File: src/rtl/tdm_pkg.sv
// Shared types and helpers for the TDM demultiplexer.
// Holds the state encoding, default geometry and a one-hot decoder.
package tdm_pkg;

    typedef enum logic {
        HUNT = 1'b0,
        RUN  = 1'b1
    } state_t;

    localparam int NCH_DEF    = 4;
    localparam int W_DEF      = 1;
    localparam int ONEHOT_MAX = 64;

    // Callers size-cast the result down to their own channel count.
    function automatic logic [ONEHOT_MAX-1:0] onehot(input int unsigned idx);
        logic [ONEHOT_MAX-1:0] v;
        v = {{(ONEHOT_MAX-1){1'b0}}, 1'b1} << idx;
        return v;
    endfunction

endpackage

File: src/rtl/tdm_demux_fsm.sv
// Frame-alignment controller: tracks the channel slot and detects framing violations.
// Exports a capture enable and slot index to the datapath.
//
// state | meaning
// HUNT  | waiting for a sample tagged sof; untagged samples are dropped
// RUN   | aligned; ch_cnt names the slot the next sample belongs to
module tdm_demux_fsm
    import tdm_pkg::*;
#(
    parameter  int NCH = NCH_DEF,
    localparam int CW  = $clog2(NCH)
) (
    input  logic          clk,
    input  logic          rst_n,
    input  logic          din_vld,
    input  logic          sof,
    output logic          cap_en,
    output logic [CW-1:0] slot,
    output logic          frame_end,
    output logic          locked,
    output logic          sync_err
);

    localparam logic [CW-1:0] LAST = CW'(NCH - 1);

    state_t        state;
    logic [CW-1:0] ch_cnt;
    logic          start;
    logic          mid;
    logic          lost;

    assign start     = din_vld & sof;
    assign mid       = din_vld & ~sof & (state == RUN) & (ch_cnt != '0);
    assign lost      = din_vld & ~sof & (state == RUN) & (ch_cnt == '0);
    assign cap_en    = start | mid;
    assign slot      = sof ? '0 : ch_cnt;
    assign frame_end = mid & (ch_cnt == LAST);

    always_ff @(posedge clk or negedge rst_n) begin
        if (!rst_n) begin
            state    <= HUNT;
            ch_cnt   <= '0;
            locked   <= 1'b0;
            sync_err <= 1'b0;
        end else begin
            sync_err <= 1'b0;
            if (start) begin
                // A sof while a frame is partly collected is an early restart.
                sync_err <= (state == RUN) && (ch_cnt != '0);
                state    <= RUN;
                locked   <= 1'b1;
                ch_cnt   <= CW'(1);
            end else if (mid) begin
                ch_cnt <= ch_cnt + CW'(1);
            end else if (lost) begin
                sync_err <= 1'b1;
                state    <= HUNT;
                locked   <= 1'b0;
                ch_cnt   <= '0;
            end
        end
    end

endmodule

File: src/rtl/tdm_demux.sv
// 1-to-NCH time-division demultiplexer: steers serial samples into channel slots
// and presents each complete frame with a one-cycle valid pulse.
module tdm_demux
    import tdm_pkg::*;
#(
    parameter  int NCH = NCH_DEF,
    parameter  int W   = W_DEF,
    localparam int CW  = $clog2(NCH)
) (
    input  logic             clk,
    input  logic             rst_n,
    input  logic [W-1:0]     din,
    input  logic             din_vld,
    input  logic             sof,
    output logic [NCH*W-1:0] dout,
    output logic             frame_vld,
    output logic [NCH-1:0]   ch_stb,
    output logic             locked,
    output logic             sync_err
);

    logic          cap_en;
    logic [CW-1:0] slot;
    logic          frame_end;

    // The last slot goes straight into dout, so only NCH-1 slots are buffered.
    logic [(NCH-1)*W-1:0] shadow;

    tdm_demux_fsm #(.NCH(NCH)) u_fsm (
        .clk       (clk),
        .rst_n     (rst_n),
        .din_vld   (din_vld),
        .sof       (sof),
        .cap_en    (cap_en),
        .slot      (slot),
        .frame_end (frame_end),
        .locked    (locked),
        .sync_err  (sync_err)
    );

    always_ff @(posedge clk or negedge rst_n) begin
        if (!rst_n) begin
            shadow    <= '0;
            dout      <= '0;
            frame_vld <= 1'b0;
            ch_stb    <= '0;
        end else begin
            frame_vld <= frame_end;
            ch_stb    <= cap_en ? NCH'(onehot(32'(slot))) : '0;
            if (cap_en && !frame_end) begin
                shadow[32'(slot)*W +: W] <= din;
            end
            if (frame_end) begin
                dout <= {din, shadow};
            end
        end
    end

endmodule

File: config.mk
export PLATFORM = sky130hd
export DESIGN_NAME = tdm_demux
export DESIGN_NICKNAME = d
export VERILOG_FILES = /design/src/rtl/tdm_pkg.sv /design/src/rtl/tdm_demux_fsm.sv /design/src/rtl/tdm_demux.sv
export SDC_FILE = /design/constraint.sdc
export NUM_CORES = 1
export LEC_CHECK = 0
export ABC_AREA = 1
export CAP_MARGIN = 20
export CORE_ASPECT_RATIO = 0.75
export CORE_UTILIZATION = 43
export CTS_CLUSTER_SIZE = 25
export DETAILED_ROUTE_END_ITERATION = 6
export PLACE_DENSITY_LB_ADDON = 0.15
export SLEW_MARGIN = 25
export SYNTH_ARGS = -nofsm -noshare
export SYNTH_HDL_FRONTEND = slang
export SYNTH_SLANG_ARGS = --single-unit
File: constraint.sdc
create_clock -name clk -period 1.42 [get_ports clk]
set_clock_uncertainty 0.1 [all_clocks]
set_input_delay 0.142 -clock clk [delete_from_list [all_inputs] [get_ports clk]]
set_output_delay 0.142 -clock clk [all_outputs]
set_load 0.05 [all_outputs]
### Yosys cells after proc, flatten, opt, wreduce, memory -nomap -nowiden

Index checks and enable logic that the tools add are counted.

* input bits: 5
* word-level logic and storage cells: 42
* flip-flop bits (word level): 16
* output and inout port bits: 11

* reduce and logical (&&, ||, !) cells: 8
* bitwise logic cells: 8
* shift-type cells: 3
* equality and inequality tests: 2
* add/subtract/negate cells: 2
* multiplexer cells: 12

Operators with widths (count)
* $neg A2 Y34: 1
* $shift A1 B34 Y3 const A: 1
* $shiftx A1 B34 Y3: 1
* $mux W2: 4
* $and A1 B1 Y1: 6
* $mux W1: 6
* $mux W4: 1
* $reduce_bool A2 Y1: 2
* $shl A1 B2 Y4 const A: 1
* $bwmux W3: 1
* $reduce_bool A3 Y1: 1
* $add A2 B1 Y2 const B: 1
* $eq A2 B2 Y1 const B: 1
* $logic_and A1 B1 Y1: 2
* $logic_not A2 Y1: 1
* $ne A2 B1 Y1 const B: 1
* $reduce_and A2 Y1: 1
* $logic_not A1 Y1: 1
* $not A1 Y1: 1
* $or A1 B1 Y1: 1

### Depth between registers and ports, before layout

* word-level depth: 7
* mapped depth: 8
* mapped depth without buffers: 8

### By module

A second synthesis with hierarchy kept.

* cells, all modules: 93
* area total of the unflattened synthesis: 782.0 um^2

By module, submodules not included
* tdm_demux: cells an instance 62, area each 554.3 um^2, times used 1
* tdm_demux_fsm: cells an instance 31, area each 227.7 um^2, times used 1

### Worst setup path after synthesis

OpenSTA, ideal clock, no wires.

* kind: register to register
* start: register u_fsm.ch_cnt[0]
* end: register dout[0]
* path buffers: 0
* required time: 1201 ps
* clock period less this slack: 1493 ps
* setup slack: -73 ps
* stages on the path, launching flop included: 9
* arrival time: 1274 ps
* path through: dfrtp_1 -> inv_1 -> ha_1 -> nor2_2 -> nand2_2 -> nor2_4 -> inv_2 -> nand2_1 -> nand2_1

* longest elaborated chain between the ends: 3
* elaborated cells on any way between the ends: 4
* classes of those cells: eq/ne: 1; bitwise: 2; reduce/logical: 1

RTL lines
* start, declared: RTL line tdm_demux_fsm.sv:27 `logic [CW-1:0] ch_cnt;`
* start signal, assigned: RTL line tdm_demux_fsm.sv:54 `ch_cnt <= ch_cnt + CW'(1);`
* $reduce_bool A2 Y1: RTL line tdm_demux_fsm.sv:33 `assign mid = din_vld & ~sof & (state == RUN) & (ch_cnt != '0);`
* $and A1 B1 Y1: RTL line tdm_demux_fsm.sv:33
* $and A1 B1 Y1 (*): RTL line tdm_demux_fsm.sv:37 `assign frame_end = mid & (ch_cnt == LAST);`
* net frame_end: RTL line tdm_demux.sv:24 `logic frame_end;`
* end signal, assigned: RTL line tdm_demux.sv:54 `dout <= {din, shadow};`
* end, declared: RTL line tdm_demux.sv:15 `output logic [NCH*W-1:0] dout,`

The timed path passes the listed nets; every way through them passes the cells marked *.
A chain may end at the register's enable or synchronous reset.

### Worst setup path after layout

* start: register u_fsm.ch_cnt[1]
* end: register dout[3]

The elaborated chain is that of the path after synthesis.

==> results.md <==
- Result of the run: finished with violations
- Violations in the final reports: setup timing
- Power density over the cells: approximately 1300 mW/mm2
- Worst slew pin tran: around 0.37 ns
- Die outline width: 51.0 um
- Number of top-level design ports: 16
- Number of cells on the critical path: 8
- Slowest Stage Delay on Critical Path: 0.40 ns
- Number of placement rows: 12
- Post-synthesis adder-cell area fraction: 0.0806
- Number of vias after detailed routing: 746
- Initial core utilization: 0.492
- Cell with the largest stage delay on the worst path: sky130_fd_sc_hd__dfrtp_1
- Cell type with the highest aggregate area in the netlist: sky130_fd_sc_hd__dfrtp_1
- Via count of the first global-routing pass: 736
- Design Power: 1.70 mW
- Total cell area at the placement stage: around 0.0012 mm2
- Worst VDD drop: 1.03 mV
- Ratio of cells with drive above 1 in the final layout: 0.434
- Most common flop cell mapped by yosys: sky130_fd_sc_hd__dfrtp_1
- Reg-to-reg critical path endpoint: dout[3]$_DFFE_PN0P_
- Area growth syn-to-layout: 68.4%
- Largest family of logic cells by synthesized area: simple AND/OR/NAND/NOR gates
- Minimum clock period: 1.47 ns
- Cell area after synthesis: a little under 800 um2
- Type of the tightest min-delay check: in -> async
- Launch point of the worst path: u_fsm.ch_cnt[1]$_DFFE_PN0P_
- Share of the synthesized area in compound gates (AO/OA/AOI/OAI): 0.0323
- Number of max-capacitance violations reported: 0
- Wire length of the first global-routing pass: ~3200 um
- TritonCTS clock tree: done
- Most used cells in the layout excluding fill and tap cells: sky130_fd_sc_hd__nand2_1 (27), sky130_fd_sc_hd__buf_4 (20), sky130_fd_sc_hd__dfrtp_1 (14), sky130_fd_sc_hd__buf_12 (11), sky130_fd_sc_hd__nor2_1 (8)
- Crit share post-route: 1.04
- Pre-antenna DRT Iters: 4
- Clock tree root buffer cell: sky130_fd_sc_hd__clkbuf_4
- Vias per inst: 4.97
- Max-slew violation total from the final report: 0
- Maximum number of pins on one net before global-route repair: 17
- Endpoint type of the worst setup path: flip-flop
- Source-to-sink clock delay at the later pin of the worst-skew pair: approximately 0.30 ns
- Detailed placer's ending HPWL: roughly 1500 um
- Top-area cell type share of the netlist area: 0.516
- Seq cells post-synth: 16
- Number of flops mapped to enable cells by yosys: 0
- Cts bufs inserted: 3
- Number of remaining DRC errors: 0
- Synth area leaders: sky130_fd_sc_hd__dfrtp_1 (52%), sky130_fd_sc_hd__nand2_1 (15%), sky130_fd_sc_hd__ha_1 (8.1%), sky130_fd_sc_hd__inv_1 (4.8%), sky130_fd_sc_hd__nand3_1 (4.5%)
- Die area: 0.00198 mm2
- Sequential-to-total area share from yosys stat: 0.516
- Most common cell after layout, fill and taps aside: sky130_fd_sc_hd__nand2_1
- Drt first-iter violations: 20
- Deepest clock path buffer count: 2
- Number of buffers inserted by port buffering: 15
- Critical path fanouts, max: 4
- Antenna Nets Post-Route: 0
- Avg Cell Area, Syn: roughly 8.6 um2
- Number of distinct standard cells referenced by the synthesized netlist: 17
- CP bufs+invs: 2
- Routability cong.: 0.780
- Startpoint type of the worst setup path: flip-flop
- H-tree lvl count: 1
- All-layer global routing usage: 0.244
- Worst reg-to-reg setup slack: -0.05 ns
- Worst reg2reg startpoint: u_fsm.ch_cnt[1]$_DFFE_PN0P_
- Category of the critical setup timing path: reg -> reg
- Simple-gate portion of the synthesized area: 0.318
- Pre-CTS setup slack: -0.279 ns
- # fillers: 87
- Yosys warnings: 0
- Worst rel slew slack: 0.754
- Post-route design area: 0.00131 mm2
- Count of clock tree sinks: 16
- Number of antenna cells inserted: 0
- Kind of cell adding the most delay to the critical path: simple AND/OR/NAND/NOR gates
- Core ar.: between 0.0015 and 0.002 mm2
- Register clock-pin slew on the reported worst setup and hold paths: 0.09 ns
- Total Nets Final: 140
- Upper clock frequency limit: between 600 and 700 MHz
- Per-cell routed wire length: 14.2 um
- Post-Synthesis Cells: 90
- Ordered cell list for the critical path: inv_2 > ha_4 > nor2_4 > nand2_2 > nor2_4 > buf_4 > nand2_1 > nand2_1
- Antenna violations before repair: 0
- Routed WL: 2130 um
- Mux cell area share after synthesis: 0
- Critical Path Sink: dout[3]$_DFFE_PN0P_
- XOR/XNOR share of the synthesized area: 0
- Overall overflow remaining after global route: 0
- Static Leakage: 0.665 nW
- Vertical die dimension: 38.8 um
- Setup slack after layout: -0.0513 ns
- Final Hold Fails: 0
- Data arrival, critical path: approximately 1.6 ns
- Total negative slack for setup checks: -0.183 ns
- Worst-case reg-to-reg path depth: 8
- Share of synthesized flip-flops with an asynchronous set or reset: 1.00
- Synthesized netlist net count: 100
- Unrepaired setup endpoints after global routing: yes
- Setup Viol. Count Final: 6
- Required time reported for the critical path endpoint: 1.55 ns
## metrics by stage
step / cells / hold slack, ns / utilization
6_report: 150 / 0.0595 / 0.829
3_3_place_gp: 143 / 0.361 / 0.767
5_1_grt: 150 / 0.0731 / 0.829
3_5_place_dp: 143 / 0.376 / 0.767
4_1_cts: 147 / 0.0601 / 0.803
2_1_floorplan: 90 / -0.254 / -
## sequential cells by signal, summed over array words and instances, names as in the netlist
name / flops
dout: 4
u_fsm.sync_err: 1
ch_stb: 4
u_fsm.ch_cnt: 2
shadow: 3
u_fsm.state: 1
frame_vld: 1
## per-layer routing
metal,global-route usage,part of all wire,vias up
li1,-,-,361
met1,0.254,0.39,358
met2,0.474,0.54,23
met3,0.0510,0.043,4
met4,0.125,0.017,0
met5,0,0,-
## worst min path at each step
stage                               start                  endpoint  slack [ns]
floorplan                           rst_n       ch_stb[0]$_DFF_PN0_       -0.25
global placement    shadow[0]$_DFFE_PN0P_     shadow[0]$_DFFE_PN0P_        0.36
detailed placement                  rst_n       ch_stb[0]$_DFF_PN0_        0.38
CTS                                 rst_n       ch_stb[0]$_DFF_PN0_        0.06
global route                        rst_n  u_fsm.sync_err$_DFF_PN0_        0.07
finish                              rst_n       dout[0]$_DFFE_PN0P_        0.06
## worst register-to-register path, delay by kind of cell, from the launching register on
kind	cells	cell delay (ns)
adders and majority gates	1	0.17
buffers and inverters	2	0.20
DFF	1	0.40
and+or+nand+nor	5	0.52
## timing repair
action,4_1_cts,5_1_grt
pin swaps,2,5
hold buffers,0,0
resized for setup,5,8
endpoints found under the setup margin,11,12
buffers inserted,0,3
## area by class of cell
cell class / count / area, um2 / share of cell area
Timing Repair Buffer: 35 / 410 / 0.314
Tap cell: 21 / 26.3 / 0.0201
Clock buffer: 4 / 36.3 / 0.0278
Inverter: 11 / 41.3 / 0.0316
Multi-Input combinational cell: 63 / 389 / 0.298
Sequential cell: 16 / 403 / 0.308
## synth_stat cells (2+ instances only)
library cell               n
sky130_fd_sc_hd__nor2_1    8
sky130_fd_sc_hd__nand2_1  30
sky130_fd_sc_hd__ha_1      5
sky130_fd_sc_hd__nand2_2   2
sky130_fd_sc_hd__inv_1    10
sky130_fd_sc_hd__nand2_4   2
sky130_fd_sc_hd__nor3_1    2
sky130_fd_sc_hd__dfrtp_1  16
sky130_fd_sc_hd__nand3_1   7
## power by group
| group | switching, mW | internal (mW) |
|---|---|---|
| combinational | 0.417 | 0.385 |
| clock | 0.148 | 0.157 |
| sequential | 0.0691 | 0.525 |
## cells by family (layout without fill, tap and decap cells)
kind of cell             Yosys count  after routing
buffers and inverters             11             50
adder cells (fa/ha/maj)            5              5
flip-flops                        16             16
AND/OR/NAND/NOR                   54             54
AO/OA/AOI/OAI                      4              4
Power figures use the tool's default switching activity.
